File: src/rtl/mem_access_ctrl_pkg.sv
// Shared encodings for the MEM-stage access controller: access sizes, FSM states
// and lane widths, plus the alignment rule used when a request is accepted.
package mem_access_pkg;

  localparam int DATA_W = 32;
  localparam int BYTE_W = 8;
  localparam int HALF_W = 16;

  localparam logic [1:0] SZ_BYTE = 2'b00;
  localparam logic [1:0] SZ_HALF = 2'b01;
  localparam logic [1:0] SZ_WORD = 2'b10;
  localparam logic [1:0] SZ_RSVD = 2'b11;

  typedef enum logic [1:0] {
    ST_IDLE     = 2'b00,
    ST_LD_WAIT  = 2'b01,
    ST_RMW_WAIT = 2'b10,
    ST_RMW_WR   = 2'b11
  } state_e;

  // The reserved size code behaves exactly like a word access.
  function automatic logic [1:0] norm_size(input logic [1:0] size);
    logic [1:0] res;
    res = (size == SZ_RSVD) ? SZ_WORD : size;
    return res;
  endfunction

  function automatic logic is_misaligned(input logic [1:0] size, input logic [1:0] lo);
    logic res;
    case (size)
      SZ_HALF: res = lo[0];
      SZ_WORD: res = (lo != 2'b00);
      default: res = 1'b0;
    endcase
    return res;
  endfunction

endpackage

File: src/rtl/mem_access_ctrl_byte_lane_unit.sv
// Little-endian lane handling: extracts and extends a loaded byte/half, and merges
// a sub-word store into the old memory word.
module byte_lane_unit
  import mem_access_pkg::*;
(
  input  logic [DATA_W-1:0] rdata_i,
  input  logic [DATA_W-1:0] wdata_i,
  input  logic [1:0]        lane_i,
  input  logic [1:0]        size_i,
  input  logic              unsigned_i,
  output logic [DATA_W-1:0] load_o,
  output logic [DATA_W-1:0] merged_o
);

  logic [BYTE_W-1:0] byte_s;
  logic [HALF_W-1:0] half_s;

  // Lane selection from the read word
  always_comb begin
    case (lane_i)
      2'd0:    byte_s = rdata_i[7:0];
      2'd1:    byte_s = rdata_i[15:8];
      2'd2:    byte_s = rdata_i[23:16];
      default: byte_s = rdata_i[31:24];
    endcase
    half_s = lane_i[1] ? rdata_i[31:16] : rdata_i[15:0];
  end

  // Sign or zero extension of the selected lane
  always_comb begin
    case (size_i)
      SZ_BYTE: load_o = {{(DATA_W-BYTE_W){byte_s[BYTE_W-1] & ~unsigned_i}}, byte_s};
      SZ_HALF: load_o = {{(DATA_W-HALF_W){half_s[HALF_W-1] & ~unsigned_i}}, half_s};
      default: load_o = rdata_i;
    endcase
  end

  // Store merge of the low byte/half of wdata into the old word
  always_comb begin
    merged_o = rdata_i;
    case (size_i)
      SZ_BYTE: begin
        case (lane_i)
          2'd0:    merged_o[7:0]   = wdata_i[7:0];
          2'd1:    merged_o[15:8]  = wdata_i[7:0];
          2'd2:    merged_o[23:16] = wdata_i[7:0];
          default: merged_o[31:24] = wdata_i[7:0];
        endcase
      end
      SZ_HALF: begin
        if (lane_i[1]) begin
          merged_o[31:16] = wdata_i[15:0];
        end else begin
          merged_o[15:0] = wdata_i[15:0];
        end
      end
      default: merged_o = wdata_i;
    endcase
  end

endmodule

File: src/rtl/mem_access_ctrl.sv
// MEM-stage controller in front of a word-addressed memory with 1-cycle registered
// reads: loads with extension, single-cycle word stores, read-modify-write sub-word stores.
module mem_access_ctrl
  import mem_access_pkg::*;
#(
  parameter int NB_DATA = 32,
  parameter int NB_ADDR = 7
) (
  input  logic               clock_i,
  input  logic               reset_i,
  input  logic               enable_i,
  input  logic               req_valid_i,
  input  logic               mem_read_i,
  input  logic               mem_write_i,
  input  logic [1:0]         size_i,
  input  logic               unsigned_i,
  input  logic [NB_ADDR+1:0] addr_i,
  input  logic [NB_DATA-1:0] wdata_i,
  output logic               stall_o,
  output logic [NB_DATA-1:0] load_data_o,
  output logic               load_valid_o,
  output logic               misaligned_o,
  output logic               mem_enable_o,
  output logic               mem_read_o,
  output logic               mem_write_o,
  output logic [NB_ADDR-1:0] mem_addr_o,
  output logic [NB_DATA-1:0] mem_wdata_o,
  input  logic [NB_DATA-1:0] mem_rdata_i
);

  state_e             state_q;
  logic [NB_ADDR-1:0] addr_q;
  logic [1:0]         lane_q;
  logic [1:0]         size_q;
  logic               uns_q;
  logic [NB_DATA-1:0] wdata_q;
  logic [NB_DATA-1:0] buf_q;
  logic [NB_DATA-1:0] load_data_q;
  logic               load_valid_q;

  logic [1:0]         size_s;
  logic [NB_ADDR-1:0] req_addr_s;
  logic               misalign_s;
  logic               req_s;
  logic               load_s;
  logic               store_s;
  logic               wstore_s;
  logic               rmw_s;
  logic [NB_DATA-1:0] lane_load_s;
  logic [NB_DATA-1:0] lane_merged_s;

  assign size_s     = norm_size(size_i);
  assign req_addr_s = addr_i[NB_ADDR+1:2];
  assign misalign_s = is_misaligned(size_s, addr_i[1:0]);
  assign req_s      = enable_i & req_valid_i & (state_q == ST_IDLE);
  // A simultaneous read and write is a load; the write is dropped.
  assign load_s     = req_s & mem_read_i & ~misalign_s;
  assign store_s    = req_s & ~mem_read_i & mem_write_i & ~misalign_s;
  assign wstore_s   = store_s & (size_s == SZ_WORD);
  assign rmw_s      = store_s & (size_s != SZ_WORD);

  byte_lane_unit u_lane (
    .rdata_i    (mem_rdata_i),
    .wdata_i    (wdata_q),
    .lane_i     (lane_q),
    .size_i     (size_q),
    .unsigned_i (uns_q),
    .load_o     (lane_load_s),
    .merged_o   (lane_merged_s)
  );

  // Access FSM, capture registers and registered load result
  always_ff @(posedge clock_i or negedge reset_i) begin
    if (!reset_i) begin
      state_q      <= ST_IDLE;
      addr_q       <= {NB_ADDR{1'b0}};
      lane_q       <= 2'b00;
      size_q       <= 2'b00;
      uns_q        <= 1'b0;
      wdata_q      <= {NB_DATA{1'b0}};
      buf_q        <= {NB_DATA{1'b0}};
      load_data_q  <= {NB_DATA{1'b0}};
      load_valid_q <= 1'b0;
    end else if (enable_i) begin
      load_valid_q <= 1'b0;
      case (state_q)
        ST_IDLE: begin
          if (load_s) begin
            state_q <= ST_LD_WAIT;
            addr_q  <= req_addr_s;
            lane_q  <= addr_i[1:0];
            size_q  <= size_s;
            uns_q   <= unsigned_i;
          end else if (rmw_s) begin
            state_q <= ST_RMW_WAIT;
            addr_q  <= req_addr_s;
            lane_q  <= addr_i[1:0];
            size_q  <= size_s;
            wdata_q <= wdata_i;
          end else begin
            state_q <= ST_IDLE;
          end
        end
        ST_LD_WAIT: begin
          load_data_q  <= lane_load_s;
          load_valid_q <= 1'b1;
          state_q      <= ST_IDLE;
        end
        ST_RMW_WAIT: begin
          buf_q   <= lane_merged_s;
          state_q <= ST_RMW_WR;
        end
        ST_RMW_WR: state_q <= ST_IDLE;
        default:   state_q <= ST_IDLE;
      endcase
    end
  end

  // Memory port drive; enable stays low in wait states so the memory output holds
  always_comb begin
    stall_o      = 1'b0;
    misaligned_o = 1'b0;
    mem_enable_o = 1'b0;
    mem_read_o   = 1'b0;
    mem_write_o  = 1'b0;
    mem_addr_o   = {NB_ADDR{1'b0}};
    mem_wdata_o  = {NB_DATA{1'b0}};
    if (reset_i) begin
      case (state_q)
        ST_IDLE: begin
          misaligned_o = req_s & (mem_read_i | mem_write_i) & misalign_s;
          stall_o      = load_s | rmw_s;
          mem_enable_o = load_s | store_s;
          mem_read_o   = load_s | rmw_s;
          mem_write_o  = wstore_s;
          mem_addr_o   = (load_s | store_s) ? req_addr_s : {NB_ADDR{1'b0}};
          mem_wdata_o  = wstore_s ? wdata_i : {NB_DATA{1'b0}};
        end
        ST_LD_WAIT, ST_RMW_WAIT: begin
          stall_o    = 1'b1;
          mem_addr_o = addr_q;
        end
        ST_RMW_WR: begin
          mem_enable_o = enable_i;
          mem_write_o  = enable_i;
          mem_addr_o   = addr_q;
          mem_wdata_o  = buf_q;
        end
        default: stall_o = 1'b0;
      endcase
    end else begin
      stall_o = 1'b0;
    end
  end

  assign load_data_o  = load_data_q;
  assign load_valid_o = load_valid_q;

endmodule
File: config.mk
export PLATFORM = sky130hd
export DESIGN_NAME = mem_access_ctrl
export DESIGN_NICKNAME = d
export VERILOG_FILES = /design/src/rtl/mem_access_ctrl_pkg.sv /design/src/rtl/mem_access_ctrl_byte_lane_unit.sv /design/src/rtl/mem_access_ctrl.sv
export SDC_FILE = /design/constraint.sdc
export NUM_CORES = 1
export LEC_CHECK = 0
export CORE_MARGIN = 4
export CORE_UTILIZATION = 51
export DETAILED_ROUTE_END_ITERATION = 16
export GPL_TIMING_DRIVEN = 0
export MAX_ROUTING_LAYER = met4
export PLACE_DENSITY = 0.82
export RECOVER_POWER = 25
export SLEW_MARGIN = 20
export SYNTH_ARGS = -nofsm -noshare
export SYNTH_HDL_FRONTEND = slang
export SYNTH_HIERARCHICAL = 1
export SYNTH_SLANG_ARGS = --single-unit
File: constraint.sdc
create_clock -name clock_i -period 2.7 [get_ports clock_i]
set_input_delay 0.405 -clock clock_i [delete_from_list [all_inputs] [get_ports clock_i]]
set_output_delay 0.405 -clock clock_i [all_outputs]
set_load 0.01 [all_outputs]
==> impl_metrics.toml <==
[run_status]
status = "finished with violations"
violations = "max-capacitance violations, max-slew violations, negative setup slack"

[clock_network]
cts_buffers = 9
clk_latency_ps = 360
h-tree-depth = 3
cts.reportedPaths.clkPinSlew_ps = 70
cts-root-buf = "clkbuf_16"
cts.path.max_buffers = 2
cts_tree = "yes"
cts.sinks = 111

[cells_and_area]
antennaDiodeCount = 0
nFillCells = 948
nets = 854
syn_to_final_growth_pct = 33.5
seqCellArea_um2 = 2780
multiInputGateArea_um2 = 3710
fin_cells = 943
drive_gt1_share_pct = 32.2
fin_util_pct = 70.4

[timing]
fin_crit_ps = 2860
slew_headroom_pct = -6.78
fmax_ghz = 0.350
final_max_slew_viol_count = 32
rsz0062_at_grt = "yes"
hold_violations = 0
tns_ps = -3590
fin_ws_ps = -157
skew_ps = 6.63
whs_ps = 302
setup_violations = 33
fin_crit_sh_pct = 106
worst_slew_pin_slew_ps = 1600

[pwr]
p_per_area_nw_per_um2 = 720
cellInternalPower_mw = 4.27
swShare_pct = 34.0
ir_drop_uv = 319
p_comb_share_pct = 42.3
seqPwrFrac_pct = 37.7
p_leak_nw = 4.16
p_clk_share_pct = 20.0
switching_power_mw = 2.20

[global_routing]
overflow = 0
antenna_found_initial = 0
grt_pass1_vias = 5855
grt_util_all_layers_pct = 29.4
grt_pass1_wl_mm = 32.7
grt_max_degree = 44

[setup_path]
crit_type = "reg -> out"
worstPathArrival_ps = 2450
endpoint_kind = "output port"
path_max_fanout = 10
critPathRequiredTime_ps = 2300
cp-start-kind = "flop"

[drt]
avgRoutedWirePerCell_um = 22.9
drc_errors = 0
ant_nets = 0
first_pass_iters = 5
wl_mm = 21.6
via_per_inst = 6.07
drt-initial-drc-count = 488
vias = 5726

[floorplan]
core_um2 = 12800
rows = 41
die_w_um = 123
start_util_pct = 52.8
io_pins = 159
die-height_um = 123
die-area_um2 = 15100

[logic_synthesis]
avgSynthCellArea_um2 = 11.7
yosysTopAreaCellShare_pct = 41.2
ys_seq_area_share_pct = 41.2
synth.area.top_cells = "dfrtp_1 41%, mux2_2 19%, mux2i_1 4.9%"
synth_cell_type_count = 54
synth.cell_area_um2 = 6740
syn_inst = 578
yosys_warnings = 6
synth-seq-cells = 111
synth.largest_area_cell = "dfrtp_1"
synthArstFlopShare_pct = 100
synth_edf_count = 0
synth_ff_type = "dfrtp_1"
synth.net_count = 666

[placed_design]
place_hpwl_mm = 15.9
numPortBuffers = 158
routabilityCongestion = 0.930
place_inst = 909

[hold_path]
hp-class = "in -> async"

[job]
cap_violations = 1
per-stage QoR:
stage	instance area [um2]	total power [mW]	setup slack, ps
after global routing	8990	6.83	-215
after CTS	8900	6.47	-123
final	8990	6.47	-157
after floorplan	6740	4.00	505
after detailed placement	8560	5.15	-836
after global placement	8540	5.07	-4910
per-layer routing:
metal,vias to the layer above,GRT usage (%),share of wire (%)
met1,2828,38.3,41
li1,2545,-,-
met4,0,12.7,3.8
met2,292,46.1,48
met3,61,4.25,7.0
met5,-,-,0
what timing repair did:
action                                  CTS  global route
hold buffers                              1             0
endpoints found under the setup margin   42            38
pin swaps                                17             6
gates cloned                              1             1
gates resized for setup                 151            19
buffers inserted                          9             6
hold endpoints to repair                 31             0
path summary, 6_finish.rpt:
path	cells past startpoint	slack [ps]	from	to
setup / recovery	9	-160	state_q[1]	mem_wdata_o[4]
hold / removal	2	300	reset_i	wdata_q[18]
setup reg to reg	7	400	state_q[0]	buf_q[2]
hold reg to reg	1	510	load_data_o[18]	load_data_o[18]
max in group asynchronous	2	930	reset_i	load_data_o[5]
min in group clock_i	1	510	load_data_o[18]	load_data_o[18]
logic make-up (layout without fill, tap and decap cells):
group	count (synthesis)	after routing	share of synthesized area, %
buf+inv	57	250	4.88
simple gates	118	118	10.5
fa+ha+maj	6	6	1.11
mux	156	156	26.7
compound gates	130	130	15.6
flops	111	111	41.2
cells in the mapped netlist, types with 7 or more instances:
master,number
a211oi_1,7
o22ai_1,25
and3b_1,8
mux2_2,114
nor2b_1,35
o21ai_0,9
inv_1,11
dfrtp_1,111
mux4_2,7
clkbuf_1,17
nand2_1,31
mux2i_1,33
nor2_1,9
buf_6,11
and2_1,8
buf_2,7
a22o_1,37
a221o_1,8
o221ai_1,17
power by group through the flow:
| stage | clock network [mW] | logic (mW) | registers (mW) |
|---|---|---|---|
| global route | 1.40 | 2.93 | 2.50 |
| finish | 1.29 | 2.74 | 2.44 |
| floorplan | 0 | 1.50 | 2.49 |
| detailed placement | 0 | 2.68 | 2.47 |
| global placement | 0 | 2.63 | 2.44 |
| CTS | 1.31 | 2.72 | 2.44 |
layout make-up:
cell class              count  area share [%]
inverters                  11           0.459
clock inverters             6           0.459
clock buffers              10            2.66
plain buffers              46            3.53
multi-input cells         410            41.2
repair buffers            177            18.4
well taps                 172            2.39
flip-flops and latches    111            30.9
worst max-delay path, stage by stage, from the launching register on:
cell     delay, ps
dfrtp_1        410
inv_2          110
ha_4           160
nand2_2         50
or4_4          530
nor3_4         220
buf_12         160
buf_8          130
a22o_1         190
buf_6          120
layout by cell type, fill, tap and decap left out, drive strengths merged, types with 4 or more instances in the layout:
cell | synthesis | routed
mux4 | 7 | 7
buf | 28 | 76
o21ai | 12 | 12
clkbuf | 18 | 31
mux2i | 33 | 33
a211oi | 7 | 7
clkdlybuf4s50 | 0 | 113
a22o | 40 | 40
dlymetal6s2s | 0 | 4
inv | 11 | 14
a21oi | 5 | 5
nor3 | 4 | 4
o22ai | 25 | 25
a221o | 8 | 8
dfrtp | 111 | 111
nand2 | 34 | 34
and3b | 8 | 8
nor2b | 35 | 35
nor2 | 9 | 9
and2 | 8 | 8
dlygate4sd2 | 0 | 8
mux2 | 116 | 116
nand2b | 6 | 6
ha | 6 | 6
o211ai | 8 | 8
o221ai | 17 | 17
flip-flops by register name, summed over array words and instances, names as in the netlist:
signal	flops
buf_q	32
load_data_o	32
wdata_q	32
addr_q	7
lane_q	2
size_q	2
state_q	2
load_valid_o	1
uns_q	1
No activity file was read; power rests on OpenSTA's default activity.
